[src/rtl/cpu_types_pkg.sv]
// ----------------------------------------------------------------------------
// cpu_types_pkg
// Shared types for the cache/memory control path.
//   word_t      : 32-bit data/address word
//   ramstate_t  : RAM handshake state reported by the memory
//                 (FREE=0, BUSY=1, ACCESS=2, ERROR=3)
// ----------------------------------------------------------------------------
package cpu_types_pkg;

    typedef logic [31:0] word_t;

    typedef enum logic [1:0] {
        FREE   = 2'd0,
        BUSY   = 2'd1,
        ACCESS = 2'd2,
        ERROR  = 2'd3
    } ramstate_t;

endpackage

[src/rtl/cache_mem_timer.sv]
// ----------------------------------------------------------------------------
// cache_mem_timer
// Per-transaction watchdog for the cache/memory arbiter.
// Counts grant cycles that ended without a RAM access.
//   clk_i, rst_i : clock, asynchronous active-high reset
//   clear_i      : hold the count at zero (asserted while not granted)
//   enable_i     : a grant cycle without ACCESS is in progress
//   expired_o    : this cycle is the one that brings the count to TIMEOUT-1
// ----------------------------------------------------------------------------
module cache_mem_timer #(
    parameter int TIMEOUT = 64
) (
    input  logic clk_i,
    input  logic rst_i,
    input  logic clear_i,
    input  logic enable_i,
    output logic expired_o
);

    // The abort fires at the edge where the count would reach TIMEOUT-1,
    // so the compare is against the value one below that.
    localparam logic [7:0] LIMIT = 8'(TIMEOUT - 2);

    logic [7:0] count_q, count_d;

    always_comb begin
        count_d = count_q;
        if (clear_i) begin
            count_d = '0;
        end else if (enable_i) begin
            count_d = count_q + 8'd1;
        end
    end

    always_ff @(posedge clk_i or posedge rst_i) begin
        if (rst_i) begin
            count_q <= '0;
        end else begin
            count_q <= count_d;
        end
    end

    assign expired_o = enable_i && !clear_i && (count_q == LIMIT);

endmodule

[src/rtl/cache_mem_arbiter.sv]
// ----------------------------------------------------------------------------
// cache_mem_arbiter
// Responder side of the cache-control protocol. Serves one dcache and one
// icache word transaction at a time against a single-ported RAM, alternating
// grants when both caches are waiting, with a per-transaction timeout.
// Completion is a single-cycle low pulse on the selected wait line.
//
// Ports:
//   CLK, RST            clock, asynchronous active-high reset
//   dREN/dWEN/daddr/dstore -> dwait/dload   dcache side
//   iREN/iaddr             -> iwait/iload   icache side
//   ramREN/ramWEN/ramaddr/ramstore, ramload, ramstate   RAM side
//   memerr              sticky error flag (timeout or RAM ERROR)
//   dbg_state_o         current FSM state (debug observation)
//   dcount/icount       completed-transaction counters
//                       (only when CACHE_MEM_ARBITER_STATS_EN is defined)
//
// Handshake: a grant holds while its request is asserted; the transaction
// completes in the first grant cycle with ramstate==ACCESS, where the wait
// line is low for that cycle only and load data is valid alongside it.
// ----------------------------------------------------------------------------
module cache_mem_arbiter
    import cpu_types_pkg::*;
#(
    parameter int          TIMEOUT  = 64,
    parameter logic [31:0] ERR_WORD = 32'hBAD1BAD1
) (
    input  logic        CLK,
    input  logic        RST,
    input  logic        dREN,
    input  logic        dWEN,
    input  logic [31:0] daddr,
    input  logic [31:0] dstore,
    output logic        dwait,
    output logic [31:0] dload,
    input  logic        iREN,
    input  logic [31:0] iaddr,
    output logic        iwait,
    output logic [31:0] iload,
    output logic        ramREN,
    output logic        ramWEN,
    output logic [31:0] ramaddr,
    output logic [31:0] ramstore,
    input  logic [31:0] ramload,
    input  logic [1:0]  ramstate,
    output logic        memerr,
    output logic [1:0]  dbg_state_o
`ifdef CACHE_MEM_ARBITER_STATS_EN
    ,
    output logic [31:0] dcount,
    output logic [31:0] icount
`endif
);

    typedef enum logic [1:0] {
        S_IDLE   = 2'd0,
        S_DGRANT = 2'd1,
        S_IGRANT = 2'd2,
        S_ABORT  = 2'd3
    } state_t;

    state_t    state_q, state_d;
    logic      last_d_q;     // last completed grant went to the dcache
    logic      abort_d_q;    // aborting transaction belonged to the dcache
    logic      abort_wr_q;   // aborting transaction was a write
    logic      memerr_q;
    ramstate_t rs;
    logic      d_req, d_done, i_done, in_grant, expired;

    assign rs       = ramstate_t'(ramstate);
    assign d_req    = dREN | dWEN;
    assign in_grant = (state_q == S_DGRANT) || (state_q == S_IGRANT);
    assign d_done   = (state_q == S_DGRANT) && d_req && (rs == ACCESS);
    assign i_done   = (state_q == S_IGRANT) && iREN  && (rs == ACCESS);

    cache_mem_timer #(.TIMEOUT(TIMEOUT)) u_timer (
        .clk_i     (CLK),
        .rst_i     (RST),
        .clear_i   (!in_grant),
        .enable_i  (in_grant && (rs != ACCESS)),
        .expired_o (expired)
    );

    // Next state. A dropped request outranks everything; ACCESS outranks
    // a timer expiry landing in the same cycle.
    always_comb begin
        state_d = state_q;
        case (state_q)
            S_IDLE: begin
                if (d_req && (!iREN || !last_d_q)) begin
                    state_d = S_DGRANT;
                end else if (iREN) begin
                    state_d = S_IGRANT;
                end
            end
            S_DGRANT: begin
                if (!d_req || rs == ACCESS) begin
                    state_d = S_IDLE;
                end else if (rs == ERROR || expired) begin
                    state_d = S_ABORT;
                end
            end
            S_IGRANT: begin
                if (!iREN || rs == ACCESS) begin
                    state_d = S_IDLE;
                end else if (rs == ERROR || expired) begin
                    state_d = S_ABORT;
                end
            end
            default: state_d = S_IDLE;
        endcase
    end

    always_ff @(posedge CLK or posedge RST) begin
        if (RST) begin
            state_q    <= S_IDLE;
            last_d_q   <= 1'b0;
            abort_d_q  <= 1'b0;
            abort_wr_q <= 1'b0;
            memerr_q   <= 1'b0;
        end else begin
            state_q <= state_d;
            if (d_done) begin
                last_d_q <= 1'b1;
            end else if (i_done) begin
                last_d_q <= 1'b0;
            end
            // Capture who is being aborted and how, since the request
            // lines are no longer consulted in the ABORT cycle.
            if (in_grant && state_d == S_ABORT) begin
                abort_d_q  <= (state_q == S_DGRANT);
                abort_wr_q <= (state_q == S_DGRANT) && dWEN;
            end
            if (state_q == S_ABORT) begin
                memerr_q <= 1'b1;
            end
        end
    end

`ifdef CACHE_MEM_ARBITER_STATS_EN
    logic [31:0] dcount_q, icount_q;

    always_ff @(posedge CLK or posedge RST) begin
        if (RST) begin
            dcount_q <= '0;
            icount_q <= '0;
        end else begin
            if (d_done) dcount_q <= dcount_q + 32'd1;
            if (i_done) icount_q <= icount_q + 32'd1;
        end
    end

    assign dcount = dcount_q;
    assign icount = icount_q;
`endif

    // Outputs follow state and live inputs combinationally, so address and
    // data changes during a grant reach the RAM in the same cycle.
    always_comb begin
        dwait    = 1'b1;
        iwait    = 1'b1;
        dload    = '0;
        iload    = '0;
        ramREN   = 1'b0;
        ramWEN   = 1'b0;
        ramaddr  = '0;
        ramstore = '0;
        case (state_q)
            S_DGRANT: begin
                if (d_req) begin
                    ramaddr = daddr;
                    if (dWEN) begin
                        ramWEN   = 1'b1;
                        ramstore = dstore;
                    end else begin
                        ramREN = 1'b1;
                    end
                    if (rs == ACCESS) begin
                        dwait = 1'b0;
                        dload = dWEN ? '0 : ramload;
                    end
                end
            end
            S_IGRANT: begin
                if (iREN) begin
                    ramREN  = 1'b1;
                    ramaddr = iaddr;
                    if (rs == ACCESS) begin
                        iwait = 1'b0;
                        iload = ramload;
                    end
                end
            end
            S_ABORT: begin
                if (abort_d_q) begin
                    dwait = 1'b0;
                    dload = abort_wr_q ? '0 : ERR_WORD;
                end else begin
                    iwait = 1'b0;
                    iload = ERR_WORD;
                end
            end
            default: ;
        endcase
    end

    assign memerr      = memerr_q;
    assign dbg_state_o = state_q;

endmodule

[config.mk]
export PLATFORM = sky130hd
export DESIGN_NAME = cache_mem_arbiter
export DESIGN_NICKNAME = d
export VERILOG_FILES = /design/src/rtl/cpu_types_pkg.sv /design/src/rtl/cache_mem_timer.sv /design/src/rtl/cache_mem_arbiter.sv
export SDC_FILE = /design/constraint.sdc
export NUM_CORES = 1
export LEC_CHECK = 0
export ABC_AREA = 1
export CAP_MARGIN = 20
export CORE_AREA = 2 2 104 106
export CTS_CLUSTER_DIAMETER = 60
export CTS_CLUSTER_SIZE = 40
export DETAILED_ROUTE_END_ITERATION = 8
export DIE_AREA = 0 0 106 108
export GPL_TIMING_DRIVEN = 0
export PLACE_DENSITY = 0.77
export SYNTH_ARGS = -nofsm -noshare
export SYNTH_HDL_FRONTEND = slang
export SYNTH_SLANG_ARGS = --single-unit
[constraint.sdc]
create_clock -name CLK -period 2.4 [get_ports CLK]
set_input_delay 0.36 -clock CLK [delete_from_list [all_inputs] [get_ports CLK]]
set_output_delay 0.36 -clock CLK [all_outputs]
set_load 0.02 [all_outputs]
==> impl_metrics.env, run 1 <==
export IMPL_status="finished clean"
export IMPL_vias_per_cell=4.59
export IMPL_place_hpwl_um=9490
export IMPL_rsz0062_at_grt="yes"
export IMPL_crit_family="buffers and inverters"
export IMPL_layout_common_cells="clkdlybuf4s50_1, inv_1, nand3_1"
export IMPL_fin_cells=814
export IMPL_r2r_slack_ps=640
export IMPL_fmax_mhz=429
export IMPL_synth_fp_nets=541
export IMPL_drc=0
export IMPL_crit_fanout=10
export IMPL_maxSlewViolCount=0
export IMPL_clock_root_buffer="clkbuf_8"
export IMPL_path_cells="buf_4 -> ha_1 -> buf_4 -> nand2_2 -> nor2_1 -> inv_2 -> clkbuf_4 -> o21ai_0 -> buf_2"
export IMPL_routabilityCongestion=0.837
export IMPL_critPathArrivalTime_ps=1970
export IMPL_grt_total_usage=0.184
export IMPL_power_density_nw_per_um2=621
export IMPL_numCtsBuffers=3
export IMPL_io_buffers=268
export IMPL_ys_ff_latch=14
export IMPL_path_class="reg2out"
export IMPL_antenna_left=0
export IMPL_nets=822
export IMPL_die_height_um=108
export IMPL_skew_ps=1.68
export IMPL_synthesis_area_um2=2150
export IMPL_synth_top_area_share=0.167
export IMPL_rows=37
export IMPL_yosys_cell_types_count=27
export IMPL_io_pins=270
export IMPL_hold_path_class="in2async"
export IMPL_die_w_um=106
export IMPL_cts_sinks=14
export IMPL_synth_cells=399
export IMPL_area_growth_pct=123
export IMPL_drive_above_1_share=0.233
export IMPL_mostFrequentLayoutCell="clkdlybuf4s50_1"
export IMPL_max_cap_violations=0
export IMPL_synth_warnings=0
export IMPL_wl_per_cell_um=14.2
export IMPL_r2r_start="dbg_state_o[1]$_DFF_PP0_"
export IMPL_overflow=0
export IMPL_dr_pass1_iters=5
export IMPL_antenna_found_initial=0
export IMPL_relSlewSlack=0.634
export IMPL_cts_tree="yes"
export IMPL_finalHoldViolCount=0
export IMPL_worstPathRequired_ps=2040
export IMPL_coreArea_um2=10200
export IMPL_seq_area_frac_synth=0.163
export IMPL_clk_pin_slew_ps=60
export IMPL_post_synth_top_area_cell="nand3_1"
export IMPL_die_area_um2=11400
export IMPL_wl_um=11600
export IMPL_worstMarginPinSlew_ps=549
export IMPL_htreeDepth=1
export IMPL_grt_pass1_wl_um=17300
export IMPL_clkLatencyLatePin_ps=250
export IMPL_r2r_end="abort_d_q$_DFFE_PP0P_"
export IMPL_syn_area_per_cell_um2=5.40
export IMPL_worstSetupStartpointType="flip-flop"
export IMPL_initial_core_util=0.211
export IMPL_finalSetupViolations=0
export IMPL_finalCriticalPeriod_ps=2330
export IMPL_leakage_uw=0.00259
export IMPL_vias=3733
export IMPL_grt_max_degree=15
export IMPL_period_share=0.971
export IMPL_n_antenna_cell=0
export IMPL_clk_path_buf_depth=2
export IMPL_grt_pass1_vias=3634
export IMPL_cpPeakStageDelay_ps=430
export IMPL_worst_r2r_path_depth=11
export IMPL_timing_critical_path_slowest_stage_cell="dfrtp_2"
export IMPL_synth_area_leaders="nand3_1, dfrtp_1, inv_1"
export IMPL_cp_num_buf_inv=5
export IMPL_post_place_cells=803
export IMPL_ir_drop_v=0.000303
export IMPL_setup_slack_ps=69.2
export IMPL_drt_initial_drc_count=296
export IMPL_cp_common_cell="buf_4"
export IMPL_endpoint_kind="output pin"
export IMPL_place_ws_ps=-637
export IMPL_cts_hold_buf=0
==> metrics by stage <==
step	instance area (µm²)	total power (µW)	TNS (ps)	utilization	hold WS [ps]
finish	4800	2980	0	0.469	451
floorplan	2150	1630	0	-	249
global route	4800	3190	-50.1	0.469	497
global placement	5010	2750	-30430	0.489	458
CTS	4900	2920	0	0.479	469
detailed placement	5010	2800	-34700	0.489	460
==> worst register-to-register path, stage by stage (launching register included) <==
cell and delay [ps]:
dfrtp_2 430, inv_4 70, ha_4 290, inv_1 60, a21oi_2 130, nand3_1 110, nand3_1 110, nand2_1 100
a21oi_2 190, nand2_2 80, nand2_1 60, nand2_1 40
==> cell type report <==
type	instances	area, µm²
buffer	31	215
clock buffer	3	41.3
fill	1065	5430
inverter	81	309
multi-input combinational	273	1400
sequential	14	353
tap	136	170
timing repair buffer	276	2310
==> cell usage after synthesis <==
cell,n
inv_1,80
nand3_1,72
nor2_1,68
o21ai_0,43
a21oi_1,40
nand2_1,26
clkbuf_1,18
dfrtp_1,14
buf_2,9
ha_1,7
nand2_2,3
a21oi_2,2
a21oi_4,2
buf_1,2
and3_1,1
buf_4,1
buf_6,1
inv_2,1
nand2_4,1
nor3_1,1
nor3_2,1
o211ai_2,1
o21ai_1,1
o22ai_1,1
o31ai_1,1
or2_1,1
or2_2,1
==> timing repair <==
item	CTS	global route
resized for setup	411	112
setup buffers	3	5
pin swaps	3	1
endpoints found under the setup margin	132	112
==> per-layer routing <==
metal,GRT usage,share of wire
met5,0,0
met4,0.0414,0.013
met3,0.0350,0.091
met2,0.361,0.52
met1,0.205,0.37
==> sequential cells by signal (all words and copies together) (netlist names) <==
signal and cells:
abort_d_q 1, abort_wr_q 1, u_timer.count_q 8, dbg_state_o 2, last_d_q 1, memerr 1
==> power breakdown <==
part           total (µW)  switching (µW)  internal (µW)  leakage, µW
sequential            342            52.2            289     0.000179
clock                 198            86.5            111    0.0000216
combinational        2440            1460            979      0.00239
==> logic make-up after synthesis <==
| kind of cell | Yosys count | synth area share |
|---|---|---|
| and+or+nand+nor | 175 | 0.361 |
| buffers and inverters | 112 | 0.206 |
| AOI/OAI and AO/OA | 91 | 0.231 |
| DFF | 14 | 0.163 |
| adders and majority gates | 7 | 0.0406 |
==> worst max path at each step <==
| stage | slack [ps] | from | to | cells after the start |
|---|---|---|---|---|
| 2_1_floorplan | 140 | dbg_state_o[1]$_DFF_PP0_ | dload[0] | 8 |
| 3_3_place_gp | -620 | dbg_state_o[1]$_DFF_PP0_ | dload[25] | 9 |
| 3_5_place_dp | -640 | dbg_state_o[1]$_DFF_PP0_ | dload[25] | 9 |
| 4_1_cts | 20 | dbg_state_o[1]$_DFF_PP0_ | dload[29] | 9 |
| 5_1_grt | -20 | dbg_state_o[1]$_DFF_PP0_ | iload[0] | 9 |
| 6_report | 70 | dbg_state_o[1]$_DFF_PP0_ | iload[4] | 9 |
(Power assumes the default switching activity.)
==> run 2: changes to the inputs <==
--- a/config.mk
+++ b/config.mk
@@ -6,14 +6,14 @@
 export NUM_CORES = 1
 export LEC_CHECK = 0
 export ABC_AREA = 1
-export CAP_MARGIN = 20
+export CAP_MARGIN = 25
 export CORE_AREA = 2 2 104 106
 export CTS_CLUSTER_DIAMETER = 60
 export CTS_CLUSTER_SIZE = 40
 export DETAILED_ROUTE_END_ITERATION = 8
 export DIE_AREA = 0 0 106 108
 export GPL_TIMING_DRIVEN = 0
-export PLACE_DENSITY = 0.77
+export PLACE_DENSITY = 0.79
 export SYNTH_ARGS = -nofsm -noshare
 export SYNTH_HDL_FRONTEND = slang
 export SYNTH_SLANG_ARGS = --single-unit
==> constraint.sdc (replaced) <==
create_clock -name CLK -period 2.1 [get_ports CLK]
set_input_delay 0.315 -clock CLK [delete_from_list [all_inputs] [get_ports CLK]]
set_output_delay 0.315 -clock CLK [all_outputs]
set_load 0.02 [all_outputs]
==> run 2 against run 1 <==
  * The run now ends with setup timing left
  * Wire length is 23% higher
  * Largest power group unchanged
  * Worst hold slack worse by 38 ps
  * Setup slack worse by 180 ps
  * Sequential cell count stayed put
  * Critical path type unchanged
  * Largest cell class unchanged
==> impl_metrics.env, run 2 (synthesis results as in run 1) <==
export IMPL_status="finished with violations"
export IMPL_failed_checks="setup timing"
export IMPL_relSlewSlack=0.620
export IMPL_grt_pass1_wl_um=19100
export IMPL_area_growth_pct=193
export IMPL_leakage_uw=0.00290
export IMPL_nets=855
export IMPL_placed_area_um2=5010
export IMPL_wl_um=14200
export IMPL_post_place_cells=803
export IMPL_fin_cells=848
export IMPL_fmax_mhz=452
export IMPL_htreeDepth=1
export IMPL_finalSetupViolations=52
export IMPL_regMostFlops="u_timer.count_q"
export IMPL_worstMarginPinSlew_ps=570
export IMPL_final_area_um2=6320
export IMPL_cts_hold_buf=0
export IMPL_critPathArrivalTime_ps=1900
export IMPL_routabilityCongestion=0.942
export IMPL_clock_root_buffer="clkbuf_8"
export IMPL_place_hpwl_um=10100
export IMPL_place_ws_ps=-747
export IMPL_die_w_um=106
export IMPL_period_share=1.05
export IMPL_antenna_found_initial=1
export IMPL_io_buffers=268
export IMPL_io_pins=270
export IMPL_rsz0062_at_grt="yes"
export IMPL_vias_per_cell=4.75
export IMPL_mostFrequentLayoutCell="clkdlybuf4s50_1"
export IMPL_clk_path_buf_depth=2
export IMPL_clk_pin_slew_ps=60
export IMPL_antenna_left=0
export IMPL_largest_reg_flops=8
export IMPL_die_height_um=108
export IMPL_clkLatencyLatePin_ps=250
export IMPL_hold_path_class="in2async"
export IMPL_grt_pass1_vias=3865
export IMPL_path_class="reg2out"
export IMPL_cts_sinks=14
export IMPL_drive_above_1_share=0.451
export IMPL_maxSlewViolCount=0
export IMPL_max_cap_violations=0
export IMPL_coreArea_um2=10200
export IMPL_wl_per_cell_um=16.7
export IMPL_crit_fanout=8
export IMPL_overflow=0
export IMPL_die_area_um2=11400
export IMPL_dr_pass1_iters=4
export IMPL_numCtsBuffers=3
export IMPL_power_density_nw_per_um2=827
export IMPL_rows=37
export IMPL_finalHoldViolCount=0
export IMPL_grt_total_usage=0.207
export IMPL_drc=0
export IMPL_drt_initial_drc_count=200
export IMPL_cts_tree="yes"
export IMPL_finalSetupTns_ps=-1750
export IMPL_vias=4030
export IMPL_endpoint_kind="output pin"
export IMPL_grt_max_degree=15
export IMPL_initial_core_util=0.211
export IMPL_setup_slack_ps=-111
export IMPL_skew_ps=3.12
export IMPL_ir_drop_v=0.000564
export IMPL_finalCriticalPeriod_ps=2210
export IMPL_worstPathRequired_ps=1780
export IMPL_layout_common_cells="clkdlybuf4s50_1, inv_1, buf_4"
export IMPL_worstSetupStartpointType="flip-flop"
-- run 2: cell count changes in the layout (fill, tap and decap cells not counted), sizes merged, moves of 2 or more --
cell	before	now
dlygate4sd2	29	1
dlymetal6s2s	3	1
buf	89	162
clkdlybuf4s15	11	21
clkbuf	42	23
-- run 2: final cells by class --
type	instances	area (µm²)
Antenna cell	1	2.50
Buffer	28	323
Clock buffer	3	41.3
Fill cell	835	3910
Inverter	81	319
Multi-Input combinational cell	273	2040
Sequential cell	14	353
Tap cell	136	170
Timing Repair Buffer	312	3070
-- run 2: timing repair --
item,in CTS,in global routing
endpoints found under the setup margin,132,129
gates resized for setup,709,221
cloned,5,4
pin swaps,3,15
setup buffers,14,21
-- run 2: through the flow --
step / hold slack [ps] / util / total power, µW
final: 413 / 0.618 / 5230
after global routing: 481 / 0.618 / 5480
after CTS: 447 / 0.528 / 3810
after detailed placement: 460 / 0.489 / 3220
after global placement: 451 / 0.489 / 3170
after floorplan: 204 / - / 1870
-- run 2: critical path: stages, from the launching register on --
cell and delay (ps):
dfrtp_2 450, inv_4 80, ha_4 160, inv_4 40
nor3_4 230, nand2_4 160, clkbuf_16 200, buf_12 120
nor2_4 70, buf_6 110
-- run 2: path summary, 6_finish.rpt --
check | startpoint | slack, ps | cells past startpoint | end
worst min-delay path | RST | 410 | 2 | u_timer.count_q[4]$_DFFE_PP0P_
worst max-delay path | dbg_state_o[1]$_DFF_PP0_ | -110 | 9 | dload[21]
max in group asynchronous | RST | 1280 | 2 | dbg_state_o[0]$_DFF_PP0_
worst min register to register | memerr$_DFFE_PP0N_ | 470 | 1 | memerr$_DFFE_PP0N_
worst max register to register | dbg_state_o[0]$_DFF_PP0_ | 70 | 13 | abort_wr_q$_DFFE_PP0P_
min in group CLK | memerr$_DFFE_PP0N_ | 470 | 1 | memerr$_DFFE_PP0N_
-- run 2: routing by layer --
layer	wire [µm]	vias up	part of all wire	track usage
li1	-	1899	-	-
met1	5020	1867	0.35	0.221
met2	7510	224	0.53	0.404
met3	978	40	0.069	0.0344
met4	687	0	0.048	0.0808
met5	0	-	0	0
-- run 2: power by group --
part	switching (µW)	internal, µW
logic	2360	2230
clock network	108	128
registers	63.5	331
